<file path="src/rtl/spi_keys.sv">
// -----------------------------------------------------------------------------
// spi_keys
//   Key-matrix state streamer. Samples NUM_KEYS raw key levels through a
//   two-flop synchroniser and repeatedly sends them to a host MCU as a framed,
//   transmit-only SPI stream (mode 0, MSB first, no chip select):
//     SYNC_BYTE, NB key bytes, CHK (XOR of the key bytes).
//   The key field is {keys[NUM_KEYS-1:0], zero pad}, so the first key bit on
//   the wire is keys[NUM_KEYS-1] and the pad bits close the field.
//
// Ports
//   clk_g_i       in   1         system clock, rising edge
//   rstn_g_i      in   1         asynchronous active-low reset
//   spi_clk_g_o   out  1         SCK, idle low, straight from a flop
//   spi_mosi_g_o  out  1         MOSI, straight from a flop
//   keys_i_g      in   NUM_KEYS  raw key levels (1 = pressed), asynchronous
// -----------------------------------------------------------------------------
module spi_keys #(
    parameter int          NUM_KEYS   = 61,
    parameter int          CLK_DIV    = 4,
    parameter int          GAP_CYCLES = 64,
    parameter logic [7:0]  SYNC_BYTE  = 8'hA5
) (
    input  logic                clk_g_i,
    input  logic                rstn_g_i,
    output logic                spi_clk_g_o,
    output logic                spi_mosi_g_o,
    input  logic [NUM_KEYS-1:0] keys_i_g
);

    localparam int NB   = (NUM_KEYS + 7) / 8;       // key bytes per frame
    localparam int KW   = 8 * NB;                    // key field width incl. pad
    localparam int FB   = 8 * (NB + 2);              // frame length in bits
    localparam int BC_W = $clog2(FB);
    localparam int HC_W = (CLK_DIV > 1)    ? $clog2(CLK_DIV)    : 1;
    localparam int GC_W = (GAP_CYCLES > 1) ? $clog2(GAP_CYCLES) : 1;

    typedef enum logic [1:0] {
        ST_GAP   = 2'd0,
        ST_LOAD  = 2'd1,
        ST_SHIFT = 2'd2
    } state_e;

    // XOR of all key bytes; pad bits are already zero in the field.
    function automatic logic [7:0] key_xor(input logic [KW-1:0] field);
        logic [7:0] acc;
        acc = 8'h00;
        for (int i = 0; i < NB; i++) begin
            acc = acc ^ field[8*i +: 8];
        end
        return acc;
    endfunction

    state_e              state_q, state_d;
    logic [NUM_KEYS-1:0] sync1_q, sync2_q;
    logic [GC_W-1:0]     gap_cnt_q, gap_cnt_d;
    logic [HC_W-1:0]     half_cnt_q, half_cnt_d;
    logic [BC_W-1:0]     bit_cnt_q, bit_cnt_d;
    // Holds the not-yet-sent part of the frame; it doubles as the key
    // snapshot, so key changes after LOAD cannot reach the current frame.
    logic [FB-1:0]       shreg_q, shreg_d;
    logic                sck_q, sck_d;
    logic                mosi_q, mosi_d;

    logic [KW-1:0]       key_field_s;
    logic [FB-1:0]       frame_s;
    logic                half_wrap_s;
    logic                sck_fall_s;
    logic                last_bit_s;

    // Key field: synchronised keys left-aligned, zero pad in the low bits.
    always_comb begin
        key_field_s                    = {KW{1'b0}};
        key_field_s[KW-1 -: NUM_KEYS]  = sync2_q;
    end

    assign frame_s     = {SYNC_BYTE, key_field_s, key_xor(key_field_s)};
    assign half_wrap_s = (state_q == ST_SHIFT) && (half_cnt_q == HC_W'(CLK_DIV - 1));
    assign sck_fall_s  = half_wrap_s && sck_q;
    assign last_bit_s  = (bit_cnt_q == BC_W'(FB - 1));

    // Two-flop synchroniser for the asynchronous key inputs.
    always_ff @(posedge clk_g_i or negedge rstn_g_i) begin
        if (!rstn_g_i) begin
            sync1_q <= {NUM_KEYS{1'b0}};
            sync2_q <= {NUM_KEYS{1'b0}};
        end else begin
            sync1_q <= keys_i_g;
            sync2_q <= sync1_q;
        end
    end

    // FSM state register.
    always_ff @(posedge clk_g_i or negedge rstn_g_i) begin
        if (!rstn_g_i) begin
            state_q <= ST_GAP;
        end else begin
            state_q <= state_d;
        end
    end

    // FSM next-state logic.
    always_comb begin
        state_d = state_q;
        case (state_q)
            ST_GAP: begin
                if (gap_cnt_q == GC_W'(GAP_CYCLES - 1)) begin
                    state_d = ST_LOAD;
                end else begin
                    state_d = ST_GAP;
                end
            end
            ST_LOAD: begin
                state_d = ST_SHIFT;
            end
            ST_SHIFT: begin
                if (sck_fall_s && last_bit_s) begin
                    state_d = ST_GAP;
                end else begin
                    state_d = ST_SHIFT;
                end
            end
            default: begin
                state_d = ST_GAP;
            end
        endcase
    end

    // FSM output logic: next values of counters, shift register, SCK and MOSI.
    always_comb begin
        gap_cnt_d  = gap_cnt_q;
        half_cnt_d = half_cnt_q;
        bit_cnt_d  = bit_cnt_q;
        shreg_d    = shreg_q;
        sck_d      = sck_q;
        mosi_d     = mosi_q;
        case (state_q)
            ST_GAP: begin
                sck_d      = 1'b0;
                mosi_d     = 1'b0;
                half_cnt_d = {HC_W{1'b0}};
                bit_cnt_d  = {BC_W{1'b0}};
                if (gap_cnt_q == GC_W'(GAP_CYCLES - 1)) begin
                    gap_cnt_d = {GC_W{1'b0}};
                end else begin
                    gap_cnt_d = gap_cnt_q + GC_W'(1);
                end
            end
            ST_LOAD: begin
                // Bit 0 goes out now; the rest waits in the shift register.
                mosi_d     = frame_s[FB-1];
                shreg_d    = {frame_s[FB-2:0], 1'b0};
                bit_cnt_d  = {BC_W{1'b0}};
                half_cnt_d = {HC_W{1'b0}};
                gap_cnt_d  = {GC_W{1'b0}};
                sck_d      = 1'b0;
            end
            ST_SHIFT: begin
                if (half_wrap_s) begin
                    half_cnt_d = {HC_W{1'b0}};
                    sck_d      = ~sck_q;
                end else begin
                    half_cnt_d = half_cnt_q + HC_W'(1);
                end
                // MOSI only moves on the clock that drops SCK.
                if (sck_fall_s) begin
                    if (last_bit_s) begin
                        mosi_d = 1'b0;
                    end else begin
                        mosi_d    = shreg_q[FB-1];
                        shreg_d   = {shreg_q[FB-2:0], 1'b0};
                        bit_cnt_d = bit_cnt_q + BC_W'(1);
                    end
                end else begin
                    mosi_d = mosi_q;
                end
            end
            default: begin
                sck_d  = 1'b0;
                mosi_d = 1'b0;
            end
        endcase
    end

    // Datapath and output registers.
    always_ff @(posedge clk_g_i or negedge rstn_g_i) begin
        if (!rstn_g_i) begin
            gap_cnt_q  <= {GC_W{1'b0}};
            half_cnt_q <= {HC_W{1'b0}};
            bit_cnt_q  <= {BC_W{1'b0}};
            shreg_q    <= {FB{1'b0}};
            sck_q      <= 1'b0;
            mosi_q     <= 1'b0;
        end else begin
            gap_cnt_q  <= gap_cnt_d;
            half_cnt_q <= half_cnt_d;
            bit_cnt_q  <= bit_cnt_d;
            shreg_q    <= shreg_d;
            sck_q      <= sck_d;
            mosi_q     <= mosi_d;
        end
    end

    assign spi_clk_g_o  = sck_q;
    assign spi_mosi_g_o = mosi_q;

endmodule

</file>
<file path="config.mk">
export PLATFORM = sky130hd
export DESIGN_NAME = spi_keys
export DESIGN_NICKNAME = d
export VERILOG_FILES = /design/src/rtl/spi_keys.sv
export SDC_FILE = /design/constraint.sdc
export NUM_CORES = 1
export LEC_CHECK = 0
export ABC_AREA = 1
export BUFFER_PORTS_ARGS = -buffer_cell sky130_fd_sc_hd__clkbuf_2
export CAP_MARGIN = 30
export CORE_ASPECT_RATIO = 0.6
export CORE_MARGIN = 2
export CORE_UTILIZATION = 35
export DETAILED_ROUTE_END_ITERATION = 12
export SETUP_SLACK_MARGIN = 0.1
export SLEW_MARGIN = 20
export SYNTH_ARGS = -nofsm -noshare
export SYNTH_HDL_FRONTEND = slang
export SYNTH_SLANG_ARGS = --single-unit
</file>
<file path="constraint.sdc">
create_clock -name clk_g_i -period 1.7 [get_ports clk_g_i]
set_clock_uncertainty 0.1 [all_clocks]
set_input_delay 0.085 -clock clk_g_i [delete_from_list [all_inputs] [get_ports clk_g_i]]
set_output_delay 0.085 -clock clk_g_i [all_outputs]
set_load 0.02 [all_outputs]
</file>
==> flow_summary.json <==
{
  "status": "completed",
  "dieArea_mm2": 0.0259,
  "vias_per_cell": 4.59,
  "reg2reg_to": "shreg_q[68]$_DFFE_PN0P_",
  "synth_top_family_by_area": "simple AND/OR/NAND/NOR gates",
  "crit_start": "state_q[0]$_DFF_PN0_",
  "cp-start-kind": "flip-flop",
  "grt_pass1_vias": 6131,
  "endpoint": "shreg_q[68]$_DFFE_PN0P_",
  "ys_ff_latch": 220,
  "htree_levels": 1,
  "r2r-start": "state_q[0]$_DFF_PN0_",
  "setup_viol": 0,
  "start_util_pct": 35.5,
  "synth_simple_gate_area_share_pct": 20.7,
  "yosysUniqueCellTypes": 33,
  "worst_pin_slew_ps": 332,
  "io_buffers": 64,
  "worstPathRequired_ps": 2000,
  "synth_warnings": 0,
  "clk_path_buf_depth": 3,
  "layout_common_cells": "nand2_1 (296), dfrtp_1 (220), inv_1 (65)",
  "p_comb_share_pct": 6.0,
  "seqPwrFrac_pct": 52.1,
  "grt_first_pass_wirelength_um": 31800,
  "fp.coreArea_mm2": 0.0242,
  "overflow": 0,
  "wire_per_inst_um": 14.2,
  "yosysTopAreaCell": "dfrtp_1",
  "vias": 6398,
  "track_usage_pct": 15.5,
  "hp-class": "primary input to flip-flop",
  "maxCapViolCount": 0,
  "syn_nets": 954,
  "clock_power_share_pct": 41.9,
  "drv_slew": 0,
  "diodes": 0,
  "crit_path_max_fanout": 24,
  "r2r_slack_ps": 3,
  "syn_to_final_growth_pct": 33.0,
  "clock_sink_count": 220,
  "p_leak_uw": 0.00563,
  "yosysTopAreaCellShare_pct": 64.1,
  "dr.pass1.iters": 5,
  "power_uw": 10500,
  "antenna_found_initial": 0,
  "route.detailed.drc": 0,
  "r2r_cells": 9,
  "boundaryPins": 65,
  "powerDensity_mw_per_mm2": 922,
  "cts-buffers-inserted": 20,
  "gp_congestion": 0.775,
  "rsz0062_at_grt": "true",
  "dpl.hpwl_um": 12800,
  "path_class": "flip-flop to flip-flop",
  "ir_worst_vdd_mv": 0.773,
  "relSlewSlack_pct": 77.8,
  "syn_inst": 884,
  "grt_max_degree": 63,
  "p_sw_uw": 2390,
  "wirelength_um": 19800,
  "cp-end-kind": "flip-flop",
  "syn_area_mm2": 0.00859,
  "synth-xor-area-share_pct": 2.04,
  "switching_share_pct": 22.7,
  "hold_viol_final": 0,
  "rows": 44,
  "timing.final.crit_share_pct": 99.8,
  "fillers": 2219,
  "fmax_ghz": 0.589,
  "crit_family": "buffers and inverters",
  "utilization_pct": 47.3,
  "worstPathCellList": "buf_4 -> ha_2 -> inv_2 -> nor2_4 -> inv_4 -> nand2_8 -> buf_12 -> nor2_1 -> a31oi_4",
  "path_buf_inv": 4,
  "layout-drive-gt1-share_pct": 19.2,
  "crit_path_top_delay_cell": "dfrtp_1",
  "synth.yosys.seq_area_share_pct": 64.1,
  "synth_compound_area_share_pct": 6.71,
  "finalCriticalPeriod_ps": 1700,
  "layout_commonest_cell": "nand2_1",
  "worstPathArrival_ps": 2000,
  "p_int_uw": 8140,
  "slowest_delay_ps": 390,
  "path_clk_slew_ps": 70,
  "synth.area.top_cells": "dfrtp_1 (64%), nand2_1 (13%), a31oi_1 (4.5%)",
  "cp.depth": 9,
  "drt-initial-drc-count": 429,
  "syn_avg_cell_area_um2": 9.72,
  "cts_tree": "built",
  "die_w_um": 206,
  "ant_nets": 0,
  "die_h_um": 125,
  "clock_latency_ps": 520,
  "root_buffer": "clkbuf_16",
  "synth_mux_area_share_pct": 0,
  "synth_fa_ha_area_share_pct": 1.02,
  "fin_nets": 1129
}
## what timing repair did
item | 4_1_cts | 5_1_grt
gates cloned | 4 | 4
hold buffers | 63 | 0
gates resized for setup | 22 | 46
setup endpoints to repair | 85 | 88
buffers inserted | 8 | 4
pin swaps | 3 | 3
endpoints found under the hold margin | 281 | 0
## power groups by stage
| stage | sequential, uW | combinational, uW | clock (uW) |
|---|---|---|---|
| after global routing | 5500 | 723 | 4770 |
| after global placement | 5580 | 500 | 0 |
| after floorplan | 5540 | 245 | 0 |
| final | 5490 | 629 | 4420 |
| after CTS | 5490 | 633 | 4550 |
| after detailed placement | 5580 | 514 | 0 |
## metrics by stage
stage	setup slack [ps]	hold slack (ps)	TNS (ps)	cell area (um2)	std cells
finish	2.69	102	0	11400	1395
global route	-74.8	96.7	-1170	11400	1395
CTS	52.5	76.1	0	11100	1387
detailed placement	-75.1	-108	-2090	9530	1276
global placement	-4.91	-108	-13.3	9530	1276
floorplan	-53.5	-311	-619	8610	884
## area by class of cell
class                   instances  area, um2  share of cell area (%)
flip-flops and latches        220       5510                    48.2
clock inverters                 7       71.3                   0.624
repair buffers                184       1670                    14.6
clock buffers                  29        564                    4.94
well taps                     322        403                    3.53
inverters                      71        272                    2.38
multi-input cells             562       2940                    25.7
## cell usage after synthesis, drive strengths merged
library cell    n
nand3          49
o21ai          16
inv            70
clkinv          1
ha              7
or2             1
buf            19
nand2         301
nor2           80
nor4            1
clkbuf         13
o22ai           3
xor2            8
nor3            3
a21boi          2
nor3b           1
o31ai           1
nand4           1
a22oi           1
xnor2          12
a41oi           1
a21oi           8
a31oi          62
dfrtp         220
nand3b          3
## cells by family after synthesis
group,count (synthesis)
adder cells (fa/ha/maj),7
flip-flops,220
XOR/XNOR,20
buffers and inverters,103
AO/OA/AOI/OAI,94
AND/OR/NAND/NOR,440
## flip-flops by register name (all words and copies together), names as in the netlist
name,count
gap_cnt_q,6
spi_mosi_g_o,1
state_q,2
bit_cnt_q,7
spi_clk_g_o,1
sync1_q,61
sync2_q,61
shreg_q,79
half_cnt_q,2
## worst min-delay path by stage
| stage | end | start | cells past startpoint |
|---|---|---|---|
| global placement | shreg_q[27]$_DFFE_PN0P_ | rstn_g_i | 1 |
| CTS | sync1_q[49]$_DFF_PN0_ | keys_i_g[49] | 2 |
| floorplan | bit_cnt_q[0]$_DFFE_PN0P_ | rstn_g_i | 0 |
| finish | sync1_q[42]$_DFF_PN0_ | keys_i_g[42] | 2 |
| global route | sync1_q[26]$_DFF_PN0_ | keys_i_g[26] | 2 |
| detailed placement | shreg_q[27]$_DFFE_PN0P_ | rstn_g_i | 1 |
## routing by layer
metal	track usage (%)	part of all wire, %
met4	3.28	2.0
met2	20.7	39
met3	3.28	5.5
met1	25.4	53
met5	0	0
Power figures use the tool's default switching activity.
